File: config.mk
export PLATFORM = sky130hd
export DESIGN_NAME = ram_arbiter
export DESIGN_NICKNAME = d
export VERILOG_FILES = /design/src/rtl/ram_arbiter.sv
export SDC_FILE = /design/constraint.sdc
export NUM_CORES = 1
export LEC_CHECK = 0
export ABC_AREA = 1
export BUFFER_PORTS_ARGS = -buffer_cell sky130_fd_sc_hd__buf_2
export CAP_MARGIN = 20
export CORE_AREA = 5 5 127 129
export DETAILED_ROUTE_END_ITERATION = 12
export DIE_AREA = 0 0 132 134
export PLACE_DENSITY = 0.76
export SYNTH_ARGS = -nofsm -noshare
export SYNTH_HDL_FRONTEND = slang
export SYNTH_SLANG_ARGS = --single-unit
File: constraint.sdc
create_clock -name CLK -period 1.8 [get_ports CLK]
set_input_delay 0.36 -clock CLK [delete_from_list [all_inputs] [get_ports CLK]]
set_output_delay 0.36 -clock CLK [all_outputs]
set_load 0.03 [all_outputs]
File: src/rtl/ram_arbiter.sv
// ram_arbiter: grants per-core icache/dcache requests onto one shared RAM port.
// Round-robin across cores, dcache before icache within a core, with a BUSY timeout.
//
// Ports:
//   CLK, nRST        clock (rising edge), asynchronous active-low reset
//   iREN/iaddr       per-core icache read request and word address
//   dREN/dWEN        per-core dcache read/write request
//   daddr/dstore     per-core dcache word address and write data
//   idone/ddone      one-cycle completion pulse to the granted requester
//   err              one-cycle abort pulse to the core whose request timed out
//   load             registered read data, valid while a done bit is high
//   ramaddr/ramstore RAM address and write data
//   ramREN/ramWEN    RAM read/write strobes (at most one high)
//   ram_ack/ramload  RAM completion and read data (same cycle)
module ram_arbiter #(
    parameter int NCORES  = 2,
    parameter int TIMEOUT = 64
) (
    input  logic                    CLK,
    input  logic                    nRST,
    input  logic [NCORES-1:0]       iREN,
    input  logic [NCORES-1:0][31:0] iaddr,
    input  logic [NCORES-1:0]       dREN,
    input  logic [NCORES-1:0]       dWEN,
    input  logic [NCORES-1:0][31:0] daddr,
    input  logic [NCORES-1:0][31:0] dstore,
    output logic [NCORES-1:0]       idone,
    output logic [NCORES-1:0]       ddone,
    output logic [NCORES-1:0]       err,
    output logic [31:0]             load,
    output logic [31:0]             ramaddr,
    output logic [31:0]             ramstore,
    output logic                    ramREN,
    output logic                    ramWEN,
    input  logic                    ram_ack,
    input  logic [31:0]             ramload
);

    localparam int CW = (NCORES > 1) ? $clog2(NCORES) : 1;
    localparam logic [7:0] CNT_MAX = 8'(TIMEOUT - 1);

    typedef enum logic [1:0] {
        IDLE,
        BUSY,
        DONE
    } state_t;

    state_t            state, state_n;
    logic [CW-1:0]     last, last_n;
    logic [CW-1:0]     core, core_n;
    logic              src_d, src_d_n;
    logic [7:0]        cnt, cnt_n;
    logic [31:0]       ramaddr_n, ramstore_n, load_n;
    logic              ramREN_n, ramWEN_n;
    logic [NCORES-1:0] idone_n, ddone_n, err_n;

    logic              found;
    logic [CW-1:0]     pick;

    // Rotating scan: the core after the last one served is looked at first,
    // so every core gets a turn even when others request continuously.
    always_comb begin
        int c;
        c     = 0;
        found = 1'b0;
        pick  = '0;
        for (int k = 1; k <= NCORES; k++) begin
            c = int'(last) + k;
            if (c >= NCORES) begin
                c = c - NCORES;
            end
            if (!found && (iREN[c] || dREN[c] || dWEN[c])) begin
                found = 1'b1;
                pick  = CW'(c);
            end
        end
    end

    always_comb begin
        state_n    = state;
        last_n     = last;
        core_n     = core;
        src_d_n    = src_d;
        cnt_n      = cnt;
        ramaddr_n  = ramaddr;
        ramstore_n = ramstore;
        load_n     = load;
        ramREN_n   = ramREN;
        ramWEN_n   = ramWEN;
        idone_n    = '0;
        ddone_n    = '0;
        err_n      = '0;

        unique case (state)
            IDLE: begin
                if (found) begin
                    core_n  = pick;
                    src_d_n = dREN[pick] | dWEN[pick];
                    cnt_n   = '0;
                    state_n = BUSY;
                    if (src_d_n) begin
                        // A simultaneous read and write is treated as a write.
                        ramaddr_n  = daddr[pick];
                        ramstore_n = dstore[pick];
                        ramWEN_n   = dWEN[pick];
                        ramREN_n   = ~dWEN[pick];
                    end else begin
                        ramaddr_n  = iaddr[pick];
                        ramstore_n = '0;
                        ramWEN_n   = 1'b0;
                        ramREN_n   = 1'b1;
                    end
                end
            end
            BUSY: begin
                // An ack in the final allowed cycle still completes normally.
                if (ram_ack) begin
                    if (ramREN) begin
                        load_n = ramload;
                    end
                    ramREN_n = 1'b0;
                    ramWEN_n = 1'b0;
                    last_n   = core;
                    state_n  = DONE;
                    if (src_d) begin
                        ddone_n[core] = 1'b1;
                    end else begin
                        idone_n[core] = 1'b1;
                    end
                end else if (cnt == CNT_MAX) begin
                    ramREN_n    = 1'b0;
                    ramWEN_n    = 1'b0;
                    last_n      = core;
                    state_n     = DONE;
                    err_n[core] = 1'b1;
                end else begin
                    cnt_n = cnt + 8'd1;
                end
            end
            DONE: begin
                state_n = IDLE;
            end
            default: begin
                state_n = IDLE;
            end
        endcase
    end

    always_ff @(posedge CLK or negedge nRST) begin
        if (!nRST) begin
            state    <= IDLE;
            last     <= CW'(NCORES - 1);
            core     <= '0;
            src_d    <= 1'b0;
            cnt      <= '0;
            ramaddr  <= '0;
            ramstore <= '0;
            load     <= '0;
            ramREN   <= 1'b0;
            ramWEN   <= 1'b0;
            idone    <= '0;
            ddone    <= '0;
            err      <= '0;
        end else begin
            state    <= state_n;
            last     <= last_n;
            core     <= core_n;
            src_d    <= src_d_n;
            cnt      <= cnt_n;
            ramaddr  <= ramaddr_n;
            ramstore <= ramstore_n;
            load     <= load_n;
            ramREN   <= ramREN_n;
            ramWEN   <= ramWEN_n;
            idone    <= idone_n;
            ddone    <= ddone_n;
            err      <= err_n;
        end
    end

endmodule

==> results_dict.tcl, run 1 <==
set metrics [dict create \
    status "finished clean" \
    critical_path.max_stage_delay_ns 0.59 \
    timing_worst_setup_path_type "reg -> reg" \
    leading_post_synthesis_cells_by_instance_count "nand2_1, dfrtp_1, nand3_1, inv_1, o21ai_0" \
    cts_hold_repair.buffers 0 \
    drt-pass1-iter-count 5 \
    initial_antenna_violation_count 0 \
    cts_root_buf "clkbuf_16" \
    grt_max_degree 118 \
    internal-power_mw 9.34 \
    path_clk_slew_ns 0.05 \
    finalHoldViolCount 0 \
    netlist_top_cells_area "dfrtp_1, nand2_1, nand3_1" \
    num_vias 6268 \
    final.min_clock_period_ns 1.71 \
    drive_gt1_share_pct 39.6 \
    final_min_period_over_clock_period_pct 94.9 \
    synthDominantAreaCellType "dfrtp_1" \
    cts.path.max_buffers 2 \
    cap_viol_max_count 0 \
    clock_power_share_pct 22.9 \
    post_cts.resized_instances 0 \
    synth.cell_area_um2 6170 \
    pwr-share-comb_pct 50.4 \
    die_w_um 132 \
    synth_top_flop_cell "dfrtp_1" \
    clk-insertion-delay-late_ns 0.41 \
    drtIter0Drc 348 \
    post_cts_setup_inserts 0 \
    first_global_vias 6325 \
    p_total_mw 16.8 \
    critPathRequiredTime_ns 2.09 \
    tritoncts "built" \
    post-route-util_pct 59.8 \
    yosys.area.top_type_share_pct 47.0 \
    fp.dieH_um 134 \
    finClkSkew_ns 0.0176 \
    yosys.cell_types.count 28 \
    final_antenna_net_count 0 \
    timing.hold.ws_ns 0.00710 \
    leakage_power_nw 5.06 \
    grt_first_pass_wirelength_um 30500 \
    synth_net_count 998 \
    headroom_to_the_max_slew_limit_pct 57.6 \
    n_antenna_cell 0 \
    seq_area_frac_synth_pct 47.5 \
    share_seq_of_total_power_pct 26.8 \
    fillerInstances 1355 \
    maximum_vdd_ir_drop_mv 0.743 \
    final-seq-area_um2 2930 \
    power.switching_fraction_pct 44.3 \
    cts_num_sinks 117 \
    globalRouteTotalUtil_pct 21.1 \
    netSwitchingPower_mw 7.43 \
    buffer_ports.inserted 336 \
    total_area_of_multi_input_combinational_cells_um2 2750 \
    synth_area_per_cell_um2 8.08 \
    placement_rows 45 \
    postSynthCellCount 764 \
    power_per_cell_area_nw_per_um2 1880 \
    crit_fanout 25 \
    fp.dieArea_um2 17700 \
    timing.critical_path.to_type "flip-flop" \
    tritoncts.num_buffers 17 \
    timing.critical_path.from_type "flip-flop" \
    worst_pin_slew_ns 0.637 \
    floorplan.initialDensity_pct 41.4 \
    finish.net_count 1338 \
    dpl-instance-area_um2 8220 \
    place_congestion 0.906 \
    final_design_area_no_fill_um2 8920 \
    finalWirelength_um 19300 \
    layout-area-overhead-vs-synth_pct 44.5 \
    io-pin-count 337 \
    drcViolationCount 0 \
    fmax_ghz 0.585 \
    hpwl_um 14700 \
    postSynth.asyncResetShare_pct 100 \
    wl_per_cell_um 14.8 \
    core_area_um2 14900 \
    cts_htree_levels 4 \
    path_cells "nand2_4 > nand2_4 > buf_12 > buf_12 > mux2i_1 > o21ai_1" \
    slew_viol_final 0 \
    crit_slowest_cell "dfstp_2" \
    total_number_of_yosys_warnings 0 \
    route.detailed.vias_per_inst 4.80 \
    worst_ep_arrival_time_ns 2.00 \
    hp-class "in -> async" \
    synth_most_common_cell "nand2_1" \
    setup_viol 0 \
    synth-seq-cells 117 \
    number_of_enable_flip_flop_cells_after_synthesis 0 \
    grt_overflow 0 \
]
## final timing paths
path,start,to,slack [ns],cells past startpoint
setup / recovery,last,ramstore[29],0.09,6
hold / removal,nRST,load[27],0.007,2
setup reg to reg,last,ramstore[29],0.09,6
hold reg to reg,src_d,idone[1],0.46,1
max in group asynchronous,nRST,ramaddr[10],1.27,2
min in group CLK,ram_ack,err[1],0.17,2
## registers in the layout, indices dropped and copies added (netlist names)
register,cells
last,1
load,32
idone,2
err,2
src_d,1
ramstore,32
ramaddr,32
state,2
ramWEN,1
cnt,8
ddone,2
core,1
ramREN,1
## layout make-up
| cell class | count | area share (%) |
|---|---|---|
| Sequential cell | 117 | 32.9 |
| Multi-Input combinational cell | 525 | 30.8 |
| Timing Repair Buffer | 367 | 23.0 |
| Inverter | 76 | 3.20 |
| Clock buffer | 20 | 5.01 |
| Tap cell | 188 | 2.64 |
| Clock inverter | 12 | 2.53 |
## layer usage
| metal | track usage (%) | wire (um) | up-vias |
|---|---|---|---|
| li1 | - | - | 3154 |
| met3 | 5.81 | 1290 | 22 |
| met4 | 5.89 | 298 | 0 |
| met5 | 0 | 0 | - |
| met2 | 37.1 | 10000 | 233 |
| met1 | 25.5 | 7690 | 2859 |
## critical path: cells and delay by family, from the launching register on
family | cells | cell delay (ns)
compound gates | 1 | 0.08
buf+inv | 2 | 0.42
flops | 1 | 0.59
mux | 1 | 0.28
simple gates | 2 | 0.22
## layout by cell type (no fill, tap or decap), drive strengths merged
| cell | synthesis | routed |
|---|---|---|
| nand4 | 1 | 1 |
| dfstp | 1 | 1 |
| bufinv | 0 | 6 |
| mux2i | 32 | 32 |
| a21oi | 3 | 3 |
| o21ai | 75 | 75 |
| nand2 | 247 | 247 |
| xor2 | 4 | 4 |
| dfrtp | 116 | 116 |
| or2 | 1 | 1 |
| nor4 | 2 | 2 |
| clkinv | 0 | 5 |
| buf | 31 | 366 |
| nor3 | 6 | 6 |
| nor2 | 9 | 9 |
| mux2 | 32 | 32 |
| ha | 1 | 1 |
| nand3 | 112 | 112 |
| clkbuf | 15 | 21 |
| inv | 76 | 77 |
## per-stage QoR
| stage | setup TNS [ns] | instances | worst slack [ns] |
|---|---|---|---|
| after floorplan | 0 | 764 | 0.256 |
| after global placement | 0 | 1272 | 0.0390 |
| after detailed placement | -0.0181 | 1272 | -0.0181 |
| after CTS | 0 | 1304 | 0.0829 |
| after global routing | -0.00259 | 1305 | -0.00259 |
| final | 0 | 1305 | 0.0919 |
## cells by family after synthesis
| family | synth area share (%) |
|---|---|
| AOI/OAI and AO/OA | 6.57 |
| xor gates and xnor gates | 0.568 |
| adders and majority gates | 0.203 |
| buffers and inverters | 8.27 |
| DFF | 47.5 |
| muxes | 11.0 |
| and+or+nand+nor | 25.9 |
## power groups by stage
stage	registers [mW]	logic [mW]	clock network, mW
after global placement	4.46	8.31	0
after CTS	4.49	8.45	3.89
final	4.49	8.44	3.83
after global routing	4.65	9.19	4.03
after detailed placement	4.49	8.46	0
after floorplan	6.63	3.47	0
(Power assumes the default switching activity.)
==> run 2: changes to the inputs <==
BUFFER_PORTS_ARGS = unset   (was -buffer_cell sky130_fd_sc_hd__buf_2)
CTS_BUF_LIST = sky130_fd_sc_hd__clkbuf_8   (was unset)
DONT_BUFFER_PORTS = 1   (was unset)
PLACE_DENSITY = unset   (was 0.76)
TNS_END_PERCENT = 50   (was unset)
==> results_dict.tcl, run 2 (synthesis results as in run 1) <==
set metrics [dict create \
    timing_worst_setup_path_type "reg -> reg" \
    grt_first_pass_wirelength_um 27800 \
    io-pin-count 337 \
    wl_per_cell_um 18.4 \
    place_ws_ns 0.0400 \
    core_area_um2 14900 \
    layout-area-overhead-vs-synth_pct 12.2 \
    finished_layout_cells 966 \
    floorplan.initialDensity_pct 41.4 \
    fp.dieArea_um2 17700 \
    first_global_vias 5224 \
    headroom_to_the_max_slew_limit_pct 72.8 \
    maximum_vdd_ir_drop_mv 0.664 \
    timing.critical_path.to_type "flip-flop" \
    share_seq_of_total_power_pct 49.9 \
    hp-class "in -> async" \
    crit_slowest_cell "dfstp_2" \
    die_w_um 132 \
    drt-pass1-iter-count 5 \
    dpl-instance-area_um2 6460 \
    cts_hold_repair.buffers 1 \
    critPathRequiredTime_ns 2.10 \
    tritoncts.num_buffers 17 \
    timing.critical_path.from_type "flip-flop" \
    power_per_cell_area_nw_per_um2 2010 \
    fp.dieH_um 134 \
    path_cells "nand2_4 > nand2_4 > buf_16 > clkbuf_16 > mux2i_1 > o21ai_0" \
    globalRouteTotalUtil_pct 19.5 \
    cts.path.max_buffers 2 \
    clk-insertion-delay-late_ns 0.43 \
    hpwl_um 13500 \
    finish.net_count 999 \
    largest_registers "load: 32 flops, ramaddr: 32 flops, ramstore: 32 flops" \
    finalWirelength_um 17800 \
    timing.hold.ws_ns -0.372 \
    tns_ns 0 \
    clock_power_share_pct 17.0 \
    placedCellCount 932 \
    critical_path.max_stage_delay_ns 0.55 \
    setup_viol 0 \
    placement_rows 45 \
    leakage_power_nw 3.54 \
    internal-power_mw 6.99 \
    final_critical_path_setup_slack_ns 0.100 \
    drcViolationCount 0 \
    fmax_ghz 0.588 \
    drtIter0Drc 282 \
    buffer_ports.inserted 0 \
    p_total_mw 13.9 \
    final_design_area_no_fill_um2 6920 \
    status "complete, but fails checks" \
    final_antenna_net_count 0 \
    initial_antenna_violation_count 0 \
    finalHoldViolCount 117 \
    worst_pin_slew_ns 0.408 \
    power.switching_fraction_pct 49.9 \
    crit_fanout 76 \
    mostFrequentLayoutCells "nand2_1, dfrtp_1, nand3_1" \
    layout.cells.most_common "nand2_1" \
    cap_viol_max_count 0 \
    path_clk_slew_ns 0.07 \
    netSwitchingPower_mw 6.96 \
    cts_num_sinks 117 \
    place_congestion 0.897 \
    fillerInstances 1452 \
    final.min_clock_period_ns 1.70 \
    slew_viol_final 0 \
    finClkSkew_ns 0.0128 \
    n_antenna_cell 0 \
    cts_htree_levels 4 \
    pwr-share-comb_pct 33.1 \
    violations "negative hold slack" \
    total_area_of_multi_input_combinational_cells_um2 2760 \
    cts_root_buf "clkbuf_8" \
    crit_path_frequent_cell "nand2_4" \
    grt_max_degree 118 \
    final_min_period_over_clock_period_pct 94.4 \
    post-route-util_pct 46.4 \
    route.detailed.vias_per_inst 5.34 \
    num_vias 5155 \
    grt_overflow 0 \
    tritoncts "built" \
    drive_gt1_share_pct 13.4 \
    grt_setup_unrepaired "no" \
    worst_ep_arrival_time_ns 2.00 \
    final-seq-area_um2 2930 \
]
-- run 2: layout make-up --
type / count / area share, %
clock inverter: 10 / 1.39
timing repair buffer: 28 / 4.63
inverter: 76 / 4.12
sequential: 117 / 42.3
clock buffer: 22 / 4.37
multi-input combinational: 525 / 39.8
tap: 188 / 3.40
-- run 2: path summary, 6_finish.rpt --
check	start	endpoint	slack, ns	cells past startpoint
worst max-delay path	last	ramstore[8]	0.1	6
worst min-delay path	nRST	load[12]	-0.37	0
worst max register to register	last	ramstore[8]	0.1	6
worst min register to register	src_d	idone[1]	0.47	1
max in group asynchronous	nRST	last	1.95	0
min in group CLK	ramload[14]	load[14]	0.09	1
-- run 2: power by group through the flow --
| stage | registers (mW) | logic, mW | clock network (mW) |
|---|---|---|---|
| final | 6.96 | 4.61 | 2.37 |
| after detailed placement | 7.03 | 4.57 | 0 |
| after global routing | 7.09 | 5.26 | 2.61 |
| after CTS | 6.99 | 4.58 | 2.47 |
| after global placement | 7.01 | 4.37 | 0 |
| after floorplan | 6.63 | 3.47 | 0 |
-- run 2: layer usage --
metal  wire [um]  GRT usage [%]  up-vias  share of wire (%)
li1            -              -     2467                  -
met1        6880           23.5     2417                 39
met2        9170           33.1      244                 52
met3        1410           5.55       27                7.9
met4         346           7.31        0                1.9
met5           0              0        -                  0
-- run 2: what timing repair did --
item | CTS | global route
resized for setup | 0 | 5
buffers inserted | 0 | 0
setup endpoints to repair | 0 | 29
endpoints found under the hold margin | 119 | 117
-- run 2: critical path: cells and delay by family, from the launching register on --
kind	cells	cell delay (ns)
flip-flops	1	0.55
AND/OR/NAND/NOR	2	0.18
multiplexers	1	0.19
buffers and inverters	2	0.52
AO/OA/AOI/OAI	1	0.10
